`config.mk`:
```
export PLATFORM = sky130hd
export DESIGN_NAME = pc_sequencer
export DESIGN_NICKNAME = d
export VERILOG_FILES = /design/src/rtl/pc_sequencer_pkg.sv /design/src/rtl/pc_next_mux.sv /design/src/rtl/pc_sequencer.sv
export SDC_FILE = /design/constraint.sdc
export NUM_CORES = 1
export LEC_CHECK = 0
export ABC_AREA = 1
export CAP_MARGIN = 20
export CORE_MARGIN = 8
export CORE_UTILIZATION = 49
export CTS_CLUSTER_SIZE = 40
export DETAILED_ROUTE_END_ITERATION = 12
export PLACE_DENSITY = 0.83
export SLEW_MARGIN = 20
export SYNTH_ARGS = -nofsm -noshare
export SYNTH_HDL_FRONTEND = slang
export SYNTH_HIERARCHICAL = 1
export SYNTH_SLANG_ARGS = --single-unit
export TNS_END_PERCENT = 30
```
`constraint.sdc`:
```
create_clock -name clk -period 2.6 [get_ports clk]
set_input_delay 0.26 -clock clk [delete_from_list [all_inputs] [get_ports clk]]
set_output_delay 0.26 -clock clk [all_outputs]
set_load 0.03 [all_outputs]
```
`src/rtl/pc_sequencer_pkg.sv`:
```
// Shared processor package: FSM state encoding, PC width, reset address
// and the word-to-byte shift used by branch and jump targets.
package pc_sequencer_pkg;

    localparam int PC_W     = 32;
    localparam int BR_SHIFT = 2;

    localparam logic [PC_W-1:0] RESET_PC_DEFAULT = 32'h0000_0000;

    typedef enum logic [1:0] {
        ST_IDLE  = 2'd0,
        ST_FETCH = 2'd1,
        ST_EXEC  = 2'd2
    } seq_state_t;

    // Sign-extend a 16-bit word offset to the PC width.
    function automatic logic [PC_W-1:0] sext16(input logic [15:0] v);
        return {{(PC_W-16){v[15]}}, v};
    endfunction

endpackage

```
`src/rtl/pc_next_mux.sv`:
```
// Next-PC selection. Jump beats branch, and branch beats fall-through.
// All arithmetic wraps silently modulo 2^32.
module pc_next_mux
    import pc_sequencer_pkg::*;
(
    input  logic [31:0] PC,
    input  logic [15:0] Imm,
    input  logic [25:0] JTarget,
    input  logic        PCSrc,
    input  logic        Jump,
    output logic [31:0] NextPC
);

    logic [PC_W-1:0] pc_plus4;
    logic [PC_W-1:0] branch_target;
    logic [PC_W-1:0] jump_target;

    assign pc_plus4      = PC + 32'd4;
    assign branch_target = pc_plus4 + (sext16(Imm) << BR_SHIFT);
    // Jump keeps the 256 MB region of the fall-through address.
    assign jump_target   = {pc_plus4[PC_W-1:PC_W-4], JTarget, {BR_SHIFT{1'b0}}};

    // Priority select of the next fetch address.
    always_comb begin
        NextPC = pc_plus4;
        if (Jump) begin
            NextPC = jump_target;
        end else if (PCSrc) begin
            NextPC = branch_target;
        end
    end

endmodule

```
`src/rtl/pc_sequencer.sv`:
```
// Program-counter sequencer: IDLE -> FETCH -> EXEC loop with a saturating
// taken-branch counter.
//
// Fetch handshake: FetchReq is held high for every cycle spent in FETCH; the
// request completes on the rising edge where FetchReq && FetchAck are both 1,
// and the FSM then moves to EXEC. FetchReq must not depend on FetchAck and PC
// stays stable while the request is pending.
module pc_sequencer
    import pc_sequencer_pkg::*;
#(
    parameter logic [31:0] RESET_PC = RESET_PC_DEFAULT,
    parameter int          CNT_W    = 16
)
(
    input  logic             clk,
    input  logic             rst_n,
    input  logic             PCSrc,
    input  logic             Jump,
    input  logic [15:0]      Imm,
    input  logic [25:0]      JTarget,
    input  logic             Stall,
    input  logic             FetchAck,
    output logic             FetchReq,
    output logic [31:0]      PC,
    output logic [31:0]      PCPlus4,
    output logic             InstrValid,
    output logic [CNT_W-1:0] BranchCount
);

    seq_state_t      state;
    seq_state_t      state_next;
    logic            pc_load;
    logic            br_inc;
    logic [PC_W-1:0] next_pc;

    assign PCPlus4 = PC + 32'd4;

    pc_next_mux u_next (
        .PC      (PC),
        .Imm     (Imm),
        .JTarget (JTarget),
        .PCSrc   (PCSrc),
        .Jump    (Jump),
        .NextPC  (next_pc)
    );

    // State register.
    always_ff @(posedge clk or negedge rst_n) begin
        if (!rst_n) begin
            state <= ST_IDLE;
        end else begin
            state <= state_next;
        end
    end

    // Next-state and per-state outputs; branch inputs only matter when EXEC retires.
    always_comb begin
        state_next = state;
        FetchReq   = 1'b0;
        InstrValid = 1'b0;
        pc_load    = 1'b0;
        br_inc     = 1'b0;
        case (state)
            ST_IDLE: begin
                state_next = ST_FETCH;
            end
            ST_FETCH: begin
                FetchReq = 1'b1;
                if (FetchAck) begin
                    state_next = ST_EXEC;
                end
            end
            ST_EXEC: begin
                InstrValid = 1'b1;
                if (!Stall) begin
                    state_next = ST_FETCH;
                    pc_load    = 1'b1;
                    br_inc     = PCSrc & ~Jump;
                end
            end
            default: begin
                state_next = ST_IDLE;
            end
        endcase
    end

    // Program counter: loads only when an instruction retires.
    always_ff @(posedge clk or negedge rst_n) begin
        if (!rst_n) begin
            PC <= RESET_PC;
        end else if (pc_load) begin
            PC <= next_pc;
        end
    end

    // Taken-branch counter, sticks at all-ones.
    always_ff @(posedge clk or negedge rst_n) begin
        if (!rst_n) begin
            BranchCount <= '0;
        end else if (br_inc && (BranchCount != {CNT_W{1'b1}})) begin
            BranchCount <= BranchCount + CNT_W'(1);
        end
    end

endmodule

```
# After elaboration in Yosys (flattened, before gate mapping)
# Index checks and enable logic that the tools add are counted.
classes:
  addsub: 3
  n_eq_ne: 5
  n_mux: 11
  bitwise_logic: 2
  reduce_logical: 3
op_table:
  columns: ["operator", "n"]
  rows:
  - ["$mux 32", 2]
  - ["$add 32x3->32 const B", 1]
  - ["$add 32x32->32", 1]
  - ["$add 16x1->16 const B", 1]
  - ["$ne 16x16->1 const B", 1]
  - ["$mux 1", 6]
  - ["$pmux 2 s3", 1]
  - ["$mux 2", 2]
  - ["$ne 2x2->1 const B", 2]
  - ["$eq 2x1->1 const B", 1]
  - ["$eq 2x2->1 const B", 1]
  - ["$logic_not 2->1", 1]
  - ["$reduce_and 2->1", 1]
  - ["$and 1x1->1", 1]
  - ["$logic_and 1x1->1", 1]
  - ["$not 1->1", 1]
totals:
  regBits: 50
  inputBits: 48
  out_inout_bits: 82
  word_cells: 27

# Depth between registers and ports, before layout
logic_depth:
  depth_word: 5
  ltp_mapped: 24
  mapped_depth_nobuf: 24

# By module
# The synthesis kept the hierarchy.
by_module_without_submodules:
  columns: ["mod", "instances", "cells_per_inst", "area_per_inst_um2", "seq_area_each_um2"]
  rows:
  - ["pc_next_mux", 1, 821, 3832.4, 0.0]
  - ["pc_sequencer", 1, 471, 3221.8, 1251.2]

# Worst setup path before layout
# OpenSTA, ideal clock, no wires.
synth_timing:
  kind: "reg2reg"
  from: "register PC[2]"
  to: "register PC[31]"
  setup_time_ps: 118
  arrival_time_ps: 2838
  t_required_ps: 2482
  path_slack_ps: -356
  path_stages_with_launch: 22
  n_path_buf: 0
  cell_sequence: "dfrtp_1 -> ha_1 -> nand3_1 -> inv_1 -> nand2_1 -> nor2_2 -> nand2_1 -> nand2_1 -> nand2_1 -> ha_1 -> nand2_1 -> inv_1 -> nand2_1 -> nor3_1 -> and2_1 -> nand2_1 -> nand2_1 -> nand3_1 -> nand3_1 -> nand2_1 -> nand2_1 -> nand2_1"
synth_via:
  elab_chain_cells: 4
synth_lines:
  columns: ["item", "line", "rtl"]
  rows:
  - ["start: declaration", "pc_sequencer.sv:24", "output logic [31:0] PC,"]
  - ["start signal: assignment", "pc_sequencer.sv:92", "PC <= next_pc;"]
  - ["$add 32x3->32 (*)", "pc_next_mux.sv:18", "assign pc_plus4 = PC + 32'd4;"]
  - ["$add 32x32->32", "pc_next_mux.sv:19", "assign branch_target = pc_plus4 + (sext16(Imm) << BR_SHIFT);"]
  - ["$mux 32", "pc_next_mux.sv:28", "end else if (PCSrc) begin"]
  - ["$mux 32 (*)", "pc_next_mux.sv:26", "if (Jump) begin"]
  - ["net next_pc[31]", "pc_sequencer.sv:34", "logic [PC_W-1:0] next_pc;"]
# The timed path passes the listed nets; every way through them passes the cells marked *.
# A chain may end at the register's enable or synchronous reset.

# Worst setup path in the final report
layout_timing:
  from: "register PC[16]"
  to: "register PC[29]"
# The elaborated chain is that of the path after synthesis.

==> metrics <==
synthesized flop and latch total 50; Avg Cell Area, Syn 5.46 µm²; Die Span Y 136 µm; WL/cell 17.8 µm; overall power 12.6 mW; initial antenna violation count 1; gr ovfl total 0; Tmin final 3.18 ns; GRT met1 Usage 0.359; Crit. End Element flop; Core Area 0.0143 mm²; Main synth FF type dfrtp_1; IO Pins 130; area grow syn2layout 57.7%; max_cap viols 0; max_slew headroom 0.618; Yosys warning count 6; Yosys top cell area share 0.306; M2 GR Usage 0.531; reg2reg path depth 22; num rows 44; Final Skew 0.0137 ns; clk sinks 50; fin nets 1,674; Mapped Nets 1,380; Routed Antenna Nets 0; IO buf count 129; Post-synth EDFFs 0; TritonCTS clock tree yes; via count 9,867; CP Launch Type flop; Worst Setup Slack, final -0.583 ns; met3 track demand over resource 0.0403; Synth cell types 41; vias in the first global route 9,031; share of layout cells above drive strength 1 0.299; Crit Path Max Fanout 4; H-tree depth 2; failing checks setup timing; post-synthesis instance total 1,292; clk_lat worst skew 0.31 ns; chip width 136 µm; largest net degree at the start of global routing 51; Power Density 1140 mW/mm²; Req. time, crit path 2.84 ns; setup TNS -8.99 ns; vias per std cell 5.57; drt first pass iters 8; top post-synthesis cells by area nand2_1 (31%), dfrtp_1 (18%), inv_1 (9.9%); initial core utilization 0.493; die area 0.0185 mm²; Hold WS 0.469 ns; R2R setup slack -0.58 ns; cell taking the most area after synthesis nand2_1; static leakage 5.61 nW; GRT Total Usage 0.304; Fin. Hold Viols 0; routability congestion estimate 1.03; Final period util 1.22; final core utilization 0.777; Slew Limit Fails 0; fmax 314 MHz; RSZ-0062 raised after global routing true; worst hold path type input port to asynchronous set/reset pin; Post-synth ARST share 1.00; post-DP HPWL 22.2 mm; actual slew at the worst max-slew pin 0.572 ns; FF-to-FF Start PC[16]; critical path arrival 3.42 ns; Crit Path Class flop to flop; Residual DRC 0; synthesized area 0.00705 mm²; Detailed Route Iter0 Violations 1,116; Seq/Total Area, Yosys 0.177; # setup viols final 26; capture point of the worst reg-to-reg path PC[29]; global-route wire length before repair 44.9 mm; VDD IR max 0.000815 V; root buf cell clkbuf_16; routed wire length 31.5 mm; outcome complete, but fails checks; busiest layer in global routing met2; Max Buffers Root-to-Sink 2; Clock transition at path regs 0.08 ns; # diodes 0; CTS Buf Count 5
-- worst max-delay path, stage by stage (launching register included) --
cell	delay [ns]
dfrtp_2	0.50
nand2_2	0.11
buf_4	0.16
nor2_4	0.09
nand4_1	0.28
nor2_1	0.24
nand3_1	0.11
nand2_2	0.14
inv_2	0.06
ha_4	0.26
nand2_1	0.07
nor2_2	0.10
buf_4	0.13
nand2_2	0.07
nor3_2	0.19
nand2_2	0.11
nand2_1	0.08
nand2_1	0.05
nand3_1	0.07
nand2_1	0.08
inv_1	0.06
nand2_1	0.06
nand2_1	0.08
-- worst max-delay path by stage --
stage	startpoint	cells past startpoint	to
floorplan	PC[2]	18	PC[29]
global placement	PC[16]	21	PC[23]
detailed placement	PC[3]	19	PC[23]
CTS	PC[3]	20	PC[21]
global route	PC[16]	22	PC[29]
finish	PC[16]	22	PC[29]
-- cell type report --
type	instances	area (µm²)
clock buffer	5	125
clock inverter	3	48.8
fill	1050	3190
inverter	193	737
multi-input combinational	1028	6060
sequential	50	1280
tap	184	230
timing repair buffer	308	2640
-- registers in the layout, indices dropped and copies added (netlist names) --
| name | cells |
|---|---|
| BranchCount | 16 |
| state | 2 |
| PC | 32 |
-- what timing repair did --
action                                  in CTS  in global routing
gates resized for setup                    168                102
endpoints found under the setup margin      43                 39
hold endpoints to repair                    50                  0
pin swaps                                   52                 57
cloned                                       0                  0
hold buffers                                 1                  0
buffers inserted                            11                 12
-- stage by stage --
stage | worst slack, ns | cells | area (µm²)
2_1_floorplan | -0.00409 | 1292 | 7270
3_3_place_gp | -0.474 | 1739 | 9860
3_5_place_dp | -0.495 | 1739 | 9860
4_1_cts | -0.288 | 1759 | 10700
5_1_grt | -0.738 | 1771 | 11100
6_report | -0.583 | 1771 | 11100
-- cells in the mapped netlist (all sizes together) (2+ instances only) --
master	number
ha	39
nor3	11
dfrtp	50
inv	192
or2	3
o211ai	2
o21ai	36
nor2	143
buf	12
a21oi	29
and2	4
nand4	23
clkbuf	9
nand3	85
nand2	589
o21a	2
nand3b	8
xor2	22
xnor2	23
o21bai	3
-- cell families after synthesis --
| logic type | Yosys count | synth area share |
|---|---|---|
| simple gates | 868 | 0.517 |
| fa+ha+maj | 40 | 0.0720 |
| buf+inv | 214 | 0.118 |
| xor+xnor | 45 | 0.0569 |
| flops | 50 | 0.177 |
| compound gates | 75 | 0.0580 |
-- per-layer routing --
layer,vias to the layer above,wire (µm)
met3,160,3000
met5,-,13
met2,624,14800
li1,4557,-
met4,2,1950
met1,4524,11700
-- report_power, final --
| group | switching (mW) | internal, mW | total [mW] | leakage [nW] |
|---|---|---|---|---|
| logic | 6.10 | 4.21 | 10.3 | 4.92 |
| registers | 0.408 | 1.11 | 1.51 | 0.612 |
| clock network | 0.347 | 0.462 | 0.809 | 0.0819 |
| total | 6.86 | 5.78 | 12.6 | 5.61 |
-- cells in the final DEF, fill, tap and decap left out, types with 10 or more instances in the layout --
cell	n
o21ai_1	10
inv_2	25
a21oi_1	19
buf_4	172
nand2_2	80
nor2_1	89
clkdlybuf4s50_1	105
nand3_2	10
o21ai_0	24
nor2_4	25
ha_1	13
xor2_1	15
dlygate4sd2_1	11
nand2_4	14
xnor2_1	18
dfrtp_1	28
inv_1	162
dfrtp_2	22
nor2_2	29
nand2_1	494
nand3_1	72
ha_4	26
nand4_1	23
(Power assumes the default switching activity.)
